--- src/rtl/bcd_scan_mux_if.sv ---
// Digit-scan bus between the controller and the bcd_scan_mux display driver.
interface bcd_scan_mux_if #(
    parameter int unsigned DIGITS = 4
);
    logic                  en;
    logic                  load;
    logic [4*DIGITS-1:0]   bcd_in;
    logic                  blank_lz;
    logic [3:0]            digit_out;
    logic [DIGITS-1:0]     sel_n;
    logic                  upd_done;

    modport master (
        output en, load, bcd_in, blank_lz,
        input  digit_out, sel_n, upd_done
    );

    modport slave (
        input  en, load, bcd_in, blank_lz,
        output digit_out, sel_n, upd_done
    );
endinterface

--- src/rtl/bcd_scan_mux.sv ---
// Multi-digit BCD scan multiplexer: drives one digit at a time onto a 4-bit
// bus with a one-cold select, applying newly loaded values only at frame
// boundaries so a sweep never mixes old and new digits.
module bcd_scan_mux #(
    parameter int unsigned DIGITS   = 4,
    parameter int unsigned SCAN_DIV = 50000
) (
    input  logic           clk,
    input  logic           rst,
    bcd_scan_mux_if.slave  bus
);
    localparam int unsigned PW = (SCAN_DIV > 1) ? $clog2(SCAN_DIV) : 1;
    localparam int unsigned IW = (DIGITS > 1) ? $clog2(DIGITS) : 1;
    localparam logic [PW-1:0] PRESC_LAST = PW'(SCAN_DIV - 1);
    localparam logic [IW-1:0] IDX_LAST   = IW'(DIGITS - 1);

    logic [PW-1:0]         presc_q, presc_d;
    logic [IW-1:0]         idx_q, idx_d;
    logic [4*DIGITS-1:0]   disp_q, disp_d;
    logic [4*DIGITS-1:0]   pend_reg_q, pend_reg_d;
    logic                  pend_q, pend_d;
    logic [3:0]            digit_q, digit_d;
    logic [DIGITS-1:0]     sel_n_q, sel_n_d;
    logic                  upd_q, upd_d;

    logic                  tick;
    logic                  wrap;
    logic [3:0]            nib;
    logic                  upper_zero;
    logic [3:0]            code;

    // Display code for the currently indexed digit (invalid and leading-zero blanking)
    always_comb begin
        nib        = disp_q[{idx_q, 2'b00} +: 4];
        upper_zero = 1'b1;
        for (int unsigned i = 0; i < DIGITS; i++) begin
            if ((i >= 32'(idx_q)) && (disp_q[4*i +: 4] != 4'd0)) begin
                upper_zero = 1'b0;
            end
        end
        if (nib > 4'd9) begin
            code = 4'hF;
        end else if (bus.blank_lz && (idx_q != '0) && upper_zero) begin
            code = 4'hF;
        end else begin
            code = nib;
        end
    end

    // Next-state: prescaler, digit index, frame transfer, load staging, outputs
    always_comb begin
        presc_d    = presc_q;
        idx_d      = idx_q;
        disp_d     = disp_q;
        pend_reg_d = pend_reg_q;
        pend_d     = pend_q;
        digit_d    = 4'hF;
        sel_n_d    = '1;
        upd_d      = 1'b0;

        tick = bus.en && (presc_q == PRESC_LAST);
        wrap = tick && (idx_q == IDX_LAST);

        if (bus.en) begin
            presc_d = tick ? '0 : presc_q + 1'b1;
            if (tick) begin
                idx_d = wrap ? '0 : idx_q + 1'b1;
            end
            digit_d = code;
            sel_n_d = ~(DIGITS'(1) << idx_q);
        end

        // Transfer consumes the old pending value before a coincident load
        // refills it, so that load survives to the next frame boundary.
        if (wrap && pend_q) begin
            disp_d = pend_reg_q;
            pend_d = 1'b0;
            upd_d  = 1'b1;
        end
        if (bus.load) begin
            pend_reg_d = bus.bcd_in;
            pend_d     = 1'b1;
        end
    end

    // State and registered outputs, synchronous reset
    always_ff @(posedge clk) begin
        if (rst) begin
            presc_q    <= '0;
            idx_q      <= '0;
            disp_q     <= '0;
            pend_reg_q <= '0;
            pend_q     <= 1'b0;
            digit_q    <= 4'hF;
            sel_n_q    <= '1;
            upd_q      <= 1'b0;
        end else begin
            presc_q    <= presc_d;
            idx_q      <= idx_d;
            disp_q     <= disp_d;
            pend_reg_q <= pend_reg_d;
            pend_q     <= pend_d;
            digit_q    <= digit_d;
            sel_n_q    <= sel_n_d;
            upd_q      <= upd_d;
        end
    end

    assign bus.digit_out = digit_q;
    assign bus.sel_n     = sel_n_q;
    assign bus.upd_done  = upd_q;
endmodule

--- src/flat_wrapper.sv ---
// flat-port wrapper written by rule: the top's interface ports become plain ports
module bcd_scan_mux_flat 
#(
    parameter int unsigned DIGITS   = 4,
    parameter int unsigned SCAN_DIV = 50000
)
  (clk, rst, bus_en, bus_load, bus_bcd_in, bus_blank_lz, bus_digit_out, bus_sel_n, bus_upd_done);
  bcd_scan_mux_if #(.DIGITS(DIGITS)) bus_i ();
  input  logic clk;
  input  logic rst;
  input wire logic [$bits(bus_i.en)-1:0] bus_en;
  input wire logic [$bits(bus_i.load)-1:0] bus_load;
  input wire logic [$bits(bus_i.bcd_in)-1:0] bus_bcd_in;
  input wire logic [$bits(bus_i.blank_lz)-1:0] bus_blank_lz;
  output wire logic [$bits(bus_i.digit_out)-1:0] bus_digit_out;
  output wire logic [$bits(bus_i.sel_n)-1:0] bus_sel_n;
  output wire logic [$bits(bus_i.upd_done)-1:0] bus_upd_done;
  assign bus_i.en = bus_en;
  assign bus_i.load = bus_load;
  assign bus_i.bcd_in = bus_bcd_in;
  assign bus_i.blank_lz = bus_blank_lz;
  assign bus_digit_out = bus_i.digit_out;
  assign bus_sel_n = bus_i.sel_n;
  assign bus_upd_done = bus_i.upd_done;
  bcd_scan_mux #(.DIGITS(DIGITS), .SCAN_DIV(SCAN_DIV)) u_core (.clk(clk), .rst(rst), .bus(bus_i));
endmodule
--- config.mk ---
export PLATFORM = sky130hd
export DESIGN_NAME = bcd_scan_mux_flat
export DESIGN_NICKNAME = d
export VERILOG_FILES = /design/src/rtl/bcd_scan_mux_if.sv /design/src/rtl/bcd_scan_mux.sv /design/src/flat_wrapper.sv
export SDC_FILE = /design/constraint.sdc
export NUM_CORES = 1
export LEC_CHECK = 0
export CORE_MARGIN = 2
export CORE_UTILIZATION = 59
export CTS_CLUSTER_DIAMETER = 80
export DETAILED_ROUTE_END_ITERATION = 10
export GPL_TIMING_DRIVEN = 0
export HOLD_SLACK_MARGIN = 0.06
export PLACE_DENSITY = 0.84
export RECOVER_POWER = 25
export SETUP_SLACK_MARGIN = 0.02
export SYNTH_ARGS = -nofsm -noshare
export SYNTH_HDL_FRONTEND = slang
export SYNTH_SLANG_ARGS = --single-unit
--- constraint.sdc ---
create_clock -name clk -period 4.3 [get_ports clk]
set_input_delay 1.29 -clock clk [delete_from_list [all_inputs] [get_ports clk]]
set_output_delay 1.29 -clock clk [all_outputs]
set_load 0.1 [all_outputs]
Yosys cells after proc, flatten, opt, wreduce, memory -nomap -nowiden
Cells that the tools add are included.
Storage, ports and cells
  flip-flop bits (word level): 60
  bits of input ports: 21
Operators by class
  add/subtract/negate cells: 2
  order comparisons: 4
  equal/unequal tests: 2
  shifts and indexed selects: 2
  multiplexer cells: 9
  bitwise operators: 2
  reduce and logical (&&, ||, !) cells: 17
Operators by type and width (count)
  16-bit by 1-bit adder with 16-bit output, second input constant: 1
  16-bit equality test, second input constant: 1
  16-bit two-way mux: 1
  4-bit nonzero test: 4
  16-bit by 5-bit indexed part select with 4-bit output: 1
  1-bit logical AND: 8
  1-bit two-way mux: 7
  1-bit by 2-bit greater-or-equal comparator with 1-bit output, first input constant: 2
  4-bit > comparator, second input constant: 1
  4-bit inverter: 1
  2-bit nonzero test: 2
  4-bit OR reduction: 1
  1-bit by 2-bit left shift with 4-bit output, first input constant: 1
  2-bit by 1-bit adder with 2-bit output, second input constant: 1
  2-bit equality test, second input constant: 1
  2-bit greater-or-equal comparator, first input constant: 1
  2-bit two-way mux: 1
  2-bit AND reduction: 1
  2-bit OR reduction: 1
  1-bit inverter: 1

Depth between registers and ports, before layout
Gate-level depths: netlist (run 1).
  depth after elaboration: 8
  mapped depth: 7
  depth with buffers taken out: 6

Worst setup path before layout (run 1)
No wires, ideal clock.
  path type: input to register
  start point: in bus_en
  end point: reg u_core.presc_q[10]
  setup time: 0.115 ns
  data arrival time: 2.637 ns
  required time: 4.185 ns
  slack: 1.549 ns
  stages on the path: 6
  buffers on the path: 2
  cell sequence: buf_4 nand4_1 or4_4 o21bai_1 buf_4 nor2_1
On the way
  cells in the longest elaborated chain, start to end: 2
RTL lines
  start: declaration: RTL line flat_wrapper.sv:11  | input wire logic [$bits(bus_i.en)-1:0] bus_en;
  1-bit logical AND: RTL line bcd_scan_mux.sv:61  | tick = bus.en && (presc_q == PRESC_LAST);
  16-bit two-way mux: RTL line bcd_scan_mux.sv:65  | presc_d = tick ? '0 : presc_q + 1'b1;
  end signal: assignment: RTL line bcd_scan_mux.sv:98  | presc_q <= presc_d;
  end: declaration: RTL line bcd_scan_mux.sv:17  | logic [PW-1:0] presc_q, presc_d;
Parallel ways exist; a longest one is shown, timed or not.
A chain may end at the register's enable or synchronous reset.

Final worst setup path (run 1)
  start point: reg u_core.digit_q[1], in the netlist u_core.bus.digit_out[1]
  end point: out bus_digit_out[1]
RTL lines
  start: declaration: RTL line bcd_scan_mux.sv:22  | logic [3:0] digit_q, digit_d;
  start signal: assignment: RTL line bcd_scan_mux.sv:103  | digit_q <= digit_d;
  end: declaration: RTL line flat_wrapper.sv:15  | output wire logic [$bits(bus_i.digit_out)-1:0] bus_digit_out;
No word-level cell between the ends.

==> reports/qor.yml, run 1 <==
ir_worst_vdd_mv: 0.2281
period_needed_ns: 3.063
setup_ws_ns: 1.237
synthCells: 269
htree_levels: 3
leakagePower_nw: 1.059
crit_chain: "clkdlybuf4s50_1"
rsz0062_at_grt: "false"
reg2reg_to: "u_core.idx_q[0]$_SDFFE_PP0P_"
grt_max_degree: 11
overflow: 0
synthFlopType: "dfxtp_1"
synth_nets: 295
powerDensity_nw_per_um2: 370.5
arrival_ns: 1.77
maxCapViolations: 0
ctsResizeCount: 0
seq_area_um2: 1201
clk_latency_ns: 0.33
syn2layout_area_growth_pct: 20.39
gp_congestion: 0.8087
drtIter0Drc: 112
hold_path_end: "u_core.disp_q[9]$_SDFFE_PP0P_"
required_ns: 3.01
antenna_left: 0
rows: 23
cp_slowest_cell: "clkdlybuf4s50_1"
synth_edf_count: 0
clock_path_buffers: 2
p_total_mw: 1.122
multi_input_area_um2: 1220
io-pin-count: 30
antenna_cells: 0
report.final.setup_viol: 0
grt.total_usage: 0.2398
netlist_top_cells_area: "dfxtp_1 (48%), mux2i_1 (6.4%), nand4_1 (5.2%)"
vias: 2061
ys_seq_area_frac: 0.4774
synth_cell_type_count: 35
nFillCells: 315
hp-start: "u_core.pend_reg_q[9]$_SDFFE_PP0P_"
fin_crit_sh: 0.7123
synth_top_cells_by_count: "dfxtp_1 (60), nor2_1 (32), a21oi_1 (22), o21ai_0 (22), nand4_1 (21)"
critPathMaxStageDelay_ns: 1.12
final_nets: 333
die_w_um: 69.31
whs_path_depth: 2
dpl.hpwl_mm: 3.705
netlist_area_um2: 2516
numCtsBuffers: 9
reg2reg_depth: 6
r2r_start: "u_core.presc_q[0]$_SDFFE_PP0P_"
drt_wl_total_mm: 5.307
initial_core_util: 0.6201
critPathLaunchType: "flip-flop"
cts_setup_buffers: 0
synth_most_common_cell: "dfxtp_1"
tightest_slew_ns: 0.9761
crit_buf_inv: 1
critical_path.top_delay_family: "buffers and inverters"
cts_hold_buf: 0
setup_tns_ns: 0
cts_sinks: 60
crit_path_max_fanout: 1
cp-end-kind: "output pin"
first_pass_iters: 4
synth_top_cell_area_share: 0.4774
drive_gt1_frac: 0.08360
worstSetupPathType: "reg -> out"
hold_viol_final: 0
die_h_um: 69.31
slew_headroom: 0.3472
grt_pass1_wl_mm: 9.183
ys_warn_count: 0
status: "finished clean"
fmax_ghz: 0.3265
place_ws_ns: 1.277
synth.avg_cell_area_um2: 9.354
cts-root-buf: "clkbuf_8"
r2r_setup_slack_ns: 1.99
ys_seq_elements: 60
clk_pin_slew_ns: 0.06
vias_per_cell: 5.709
yosysTopAreaCell: "dfxtp_1"
cts_tree: "yes"
io_buffers: 27
die_area_um2: 4803
slew_viol_final: 0
antenna_found_initial: 0
core_um2: 4058
async_flop_share: 0
wl_per_cell_um: 14.70
fin_skew_ns: 0.004017
drcViolationCount: 0
grt_pass1_vias: 1992
hold_path_class: "reg -> reg"
## cells in the final DEF, fill, tap and decap left out, drive strengths merged, types with 3 or more instances in the layout
cell and count:
o21ai 22, nand4 21, xor2 3, nor3 3, xnor2 10, mux2i 16
buf 3, clkdlybuf4s50 26, nand3 6, mux4 4, ha 5, nor4 9
clkbuf 28, nand2b 4, nand2 10, a21oi 22, dfxtp 60, nor2b 3
nor2 32, inv 5
## layer usage
metal,GRT usage,wire [um]
met1,0.2815,2274
met2,0.4060,2674
met3,0.08285,286
met4,0.08497,72
met5,0,0
## how the worst max path moves through the flow
stage,cells past startpoint,end,slack [ns],start
4_1_cts,1,bus_digit_out[1],1.22,u_core.bus.digit_out[1]$_SDFF_PP1_
3_3_place_gp,6,u_core.disp_q[15]$_SDFFE_PP0P_,1.30,bus_en
5_1_grt,1,bus_sel_n[1],1.19,u_core.bus.sel_n[1]$_SDFF_PP1_
6_report,1,bus_digit_out[1],1.24,u_core.bus.digit_out[1]$_SDFF_PP1_
2_1_floorplan,6,u_core.presc_q[10]$_SDFFE_PP0P_,1.55,bus_en
3_5_place_dp,6,u_core.disp_q[7]$_SDFFE_PP0P_,1.28,bus_en
## cells by family (layout without fill, tap and decap cells)
| family | count (synthesis) | after routing | synth area share |
|---|---|---|---|
| DFF | 60 | 60 | 0.4774 |
| adders and majority gates | 5 | 5 | 0.02486 |
| AOI/OAI and AO/OA | 50 | 50 | 0.1064 |
| and+or+nand+nor | 99 | 99 | 0.2103 |
| xor gates and xnor gates | 13 | 13 | 0.04525 |
| muxes | 20 | 20 | 0.09945 |
| buffers and inverters | 22 | 64 | 0.03630 |
## where the power goes
group	total [mW]	switching [mW]	leakage (nW)	internal (mW)
Clock	0.470	0.202	0.0986	0.268
Combinational	0.0765	0.0433	0.471	0.0333
Sequential	0.576	0.00661	0.489	0.570
Total	1.12	0.251	1.06	0.871
## cell type report
type	count	area share
Inverter	5	0.006196
Multi-Input combinational cell	187	0.4027
Clock buffer	14	0.06031
Timing Repair Buffer	27	0.08922
Clock inverter	1	0.001652
Sequential cell	60	0.3965
Tap cell	50	0.02065
Buffer	17	0.02272
## state kept, by name, summed over array words and instances, names as in the netlist
name	cells
u_core.pend_q	1
u_core.disp_q	16
u_core.pend_reg_q	16
u_core.bus.sel_n	4
u_core.idx_q	2
u_core.presc_q	16
u_core.bus.digit_out	4
u_core.bus.upd_done	1
## stage by stage
step | cells | utilization | instance area, um2 | hold slack [ns]
after floorplan | 269 | - | 2516 | 0.4466
after global placement | 346 | 0.7021 | 2849 | 0.4563
after detailed placement | 346 | 0.7021 | 2849 | 0.4634
after CTS | 361 | 0.7484 | 3037 | 0.4705
after global routing | 361 | 0.7465 | 3029 | 0.4890
final | 361 | 0.7465 | 3029 | 0.4735
Power figures use the tool's default switching activity.
==> run 2, diff against run 1 <==
CORE_UTILIZATION = 55   (was 59)
PLACE_DENSITY = 0.79   (was 0.84)
clock period = 3.2 ns   (was 4.3 ns; I/O delays follow)
==> run 2 against run 1 <==
Compared with the run above: setup slack worse by 0.76 ns; register-to-register slack worse by 1.1 ns; flip-flop and latch count is the same; via count is 1.1% higher; sequential power grew 35%; combinational power grew 35%; utilization is 5.4 points lower; sequential share of layout area down 0.065 points; non-clock buffer count stayed put; critical endpoint is now bus_sel_n[0]; highest routed layer unchanged.
==> reports/qor.yml, run 2 (same netlist as run 1, synthesis figures left out) <==
first_pass_iters: 6  # was 4
rows: 24  # was 23
period_needed_ns: 2.722
hold_path_end: "u_core.disp_q[5]$_SDFFE_PP0P_"  # was u_core.disp_q[9]$_SDFFE_PP0P_
io_buffers: 27  # unchanged
reg2reg_depth: 6  # unchanged
drcViolationCount: 0  # unchanged
fin_crit_sh: 0.8506
cts_tree: "yes"  # unchanged
io-pin-count: 30  # unchanged
gp_congestion: 0.8157  # was 0.8087
clk_pin_slew_ns: 0.06  # about the same
combPwrFrac: 0.067  # was 0.068
die_h_um: 71.64  # was 69.31 um
vias: 2084  # was 2061
htree_levels: 3  # unchanged
drtIter0Drc: 163  # was 112
p_int_mw: 1.202  # was 0.8710 mW
initial_core_util: 0.5739  # was 0.6201
cts_setup_buffers: 0  # unchanged
dpl.hpwl_mm: 3.658  # was 3.705 mm
rsz0062_at_grt: "false"  # unchanged
critical_path.top_delay_family: "buffers and inverters"  # unchanged
grt_pass1_wl_mm: 9.108  # was 9.183 mm
grt.total_usage: 0.2287  # was 0.2398
required_ns: 2.24  # was 3.01 ns
top_layer_used: "met4"  # unchanged
ctsResizeCount: 0  # unchanged
cp-end-kind: "output pin"  # unchanged
die_area_um2: 5132  # was 4803 um2
critPathMaxStageDelay_ns: 1.12  # about the same
numCtsBuffers: 9  # unchanged
cts-root-buf: "clkbuf_8"  # unchanged
clock_path_buffers: 2  # unchanged
top_regs: "u_core.disp_q: 16 flops, u_core.pend_reg_q: 16 flops, u_core.presc_q: 16 flops"  # unchanged
post_dp_cell_area_um2: 2851  # was 2849 um2
fmax_ghz: 0.3674
drt_wl_total_mm: 5.260  # was 5.307 mm
antenna_cells: 0  # unchanged
hold_viol_final: 0  # unchanged
final_cell_mix: "dfxtp_1 (60), nor2_1 (32), clkdlybuf4s50_1 (26)"  # unchanged
final_area_um2: 3034  # was 3029 um2
leakagePower_nw: 1.058  # was 1.059 nW
crit_path_max_fanout: 1  # unchanged
overflow: 0  # unchanged
hp-start: "u_core.pend_reg_q[5]$_SDFFE_PP0P_"  # was u_core.pend_reg_q[9]$_SDFFE_PP0P_
slew_viol_final: 0  # unchanged
tightest_slew_ns: 0.9657  # was 0.9761 ns
r2r_start: "u_core.presc_q[0]$_SDFFE_PP0P_"  # unchanged
seqPwrFrac: 0.503  # was 0.513
fin_skew_ns: 0.006311  # was 0.004017 ns
p_sw_mw: 0.3382  # was 0.2514 mW
p_total_mw: 1.541  # was 1.122 mW
hold_path_class: "reg -> reg"  # unchanged
reg2reg_to: "u_core.disp_q[10]$_SDFFE_PP0P_"  # was u_core.idx_q[0]$_SDFFE_PP0P_
arrival_ns: 1.76  # was 1.77 ns
wl_met3_um: 211  # was 286 um
whs_path_depth: 2  # unchanged
holdWs_ns: 0.4713  # was 0.4735 ns
worstSetupPathType: "reg -> out"  # unchanged
maxCapViolations: 0  # unchanged
cts_sinks: 60  # unchanged
cp_slowest_cell: "clkdlybuf4s50_1"  # unchanged
status: "finished clean"  # unchanged
clkPwrFrac: 0.431  # was 0.419
crit_buf_inv: 1  # unchanged
die_w_um: 71.64  # was 69.31 um
setup_tns_ns: 0  # unchanged
critPathLaunchType: "flip-flop"  # unchanged
powerDensity_nw_per_um2: 507.7  # was 370.5 nW/um2
vias_per_cell: 5.757  # was 5.709
wl_per_cell_um: 14.53  # was 14.70 um
final_common_cell: "dfxtp_1"  # unchanged
crit_chain: "clkdlybuf4s50_1"  # unchanged
switching_share: 0.2195  # was 0.2240
final_nets: 333  # unchanged
slew_headroom: 0.3542  # was 0.3472
antenna_found_initial: 0  # unchanged
grt_max_degree: 11  # unchanged
grt_pass1_vias: 2002  # was 1992
r2r_setup_slack_ns: 0.91  # was 1.99 ns
report.final.setup_viol: 0  # unchanged
cts_hold_buf: 0  # unchanged
core_um2: 4384  # was 4058 um2
antenna_left: 0  # unchanged
syn2layout_area_growth_pct: 20.59  # was 20.39%
drive_gt1_frac: 0.08065  # was 0.08360
clk_latency_ns: 0.33  # about the same
wl_met1_mm: 2.268  # was 2.274 mm
ir_worst_vdd_mv: 0.3459  # was 0.2281 mV
post-route-util: 0.6921  # was 0.7465
wl_met2_mm: 2.686  # was 2.674 mm
run 2: changes by cell type in the layout (fill, tap and decap cells not counted):
cell / delta
bufinv_16: +1
clkbuf_8: -2
run 2: worst max path at each step:
| stage | slack, ns | start | cells past startpoint | end |
|---|---|---|---|---|
| after floorplan | 0.78 | bus_en | 6 | u_core.presc_q[6]$_SDFFE_PP0P_ |
| after global placement | 0.55 | bus_en | 6 | u_core.presc_q[14]$_SDFFE_PP0P_ |
| after detailed placement | 0.55 | bus_en | 6 | u_core.presc_q[10]$_SDFFE_PP0P_ |
| after CTS | 0.46 | u_core.bus.sel_n[0]$_SDFF_PP1_ | 1 | bus_sel_n[0] |
| after global routing | 0.36 | bus_en | 6 | u_core.disp_q[10]$_SDFFE_PP0P_ |
| final | 0.48 | u_core.bus.sel_n[0]$_SDFF_PP1_ | 1 | bus_sel_n[0] |
run 2: metal layers:
layer  up-vias  GRT usage
met5         -          0
met2        49     0.3755
met1       984     0.2771
li1       1041          -
met3        10    0.07032
met4         0     0.1006
run 2: cell type report:
| type | count | area (um2) |
|---|---|---|
| fill | 352 | 1350 |
| multi-input combinational | 187 | 1220 |
| sequential | 60 | 1201 |
| timing repair buffer | 27 | 270.3 |
| clock buffer | 12 | 155.1 |
| buffer | 17 | 68.82 |
| tap | 52 | 65.06 |
| clock inverter | 2 | 35.03 |
| inverter | 5 | 18.77 |
run 2: stage by stage:
step,worst slack (ns),instances
after CTS,0.4582,362
after detailed placement,0.5497,348
final,0.4781,362
after global placement,0.5498,348
after global routing,0.3610,362
after floorplan,0.7788,269
run 2: power groups by stage:
stage / Sequential [mW] / Combinational [mW] / Clock [mW]
6_report: 0.775 / 0.103 / 0.663
5_1_grt: 0.776 / 0.112 / 0.707
4_1_cts: 0.774 / 0.104 / 0.673
3_5_place_dp: 0.791 / 0.104 / 0
3_3_place_gp: 0.790 / 0.102 / 0
2_1_floorplan: 0.813 / 0.0413 / 0
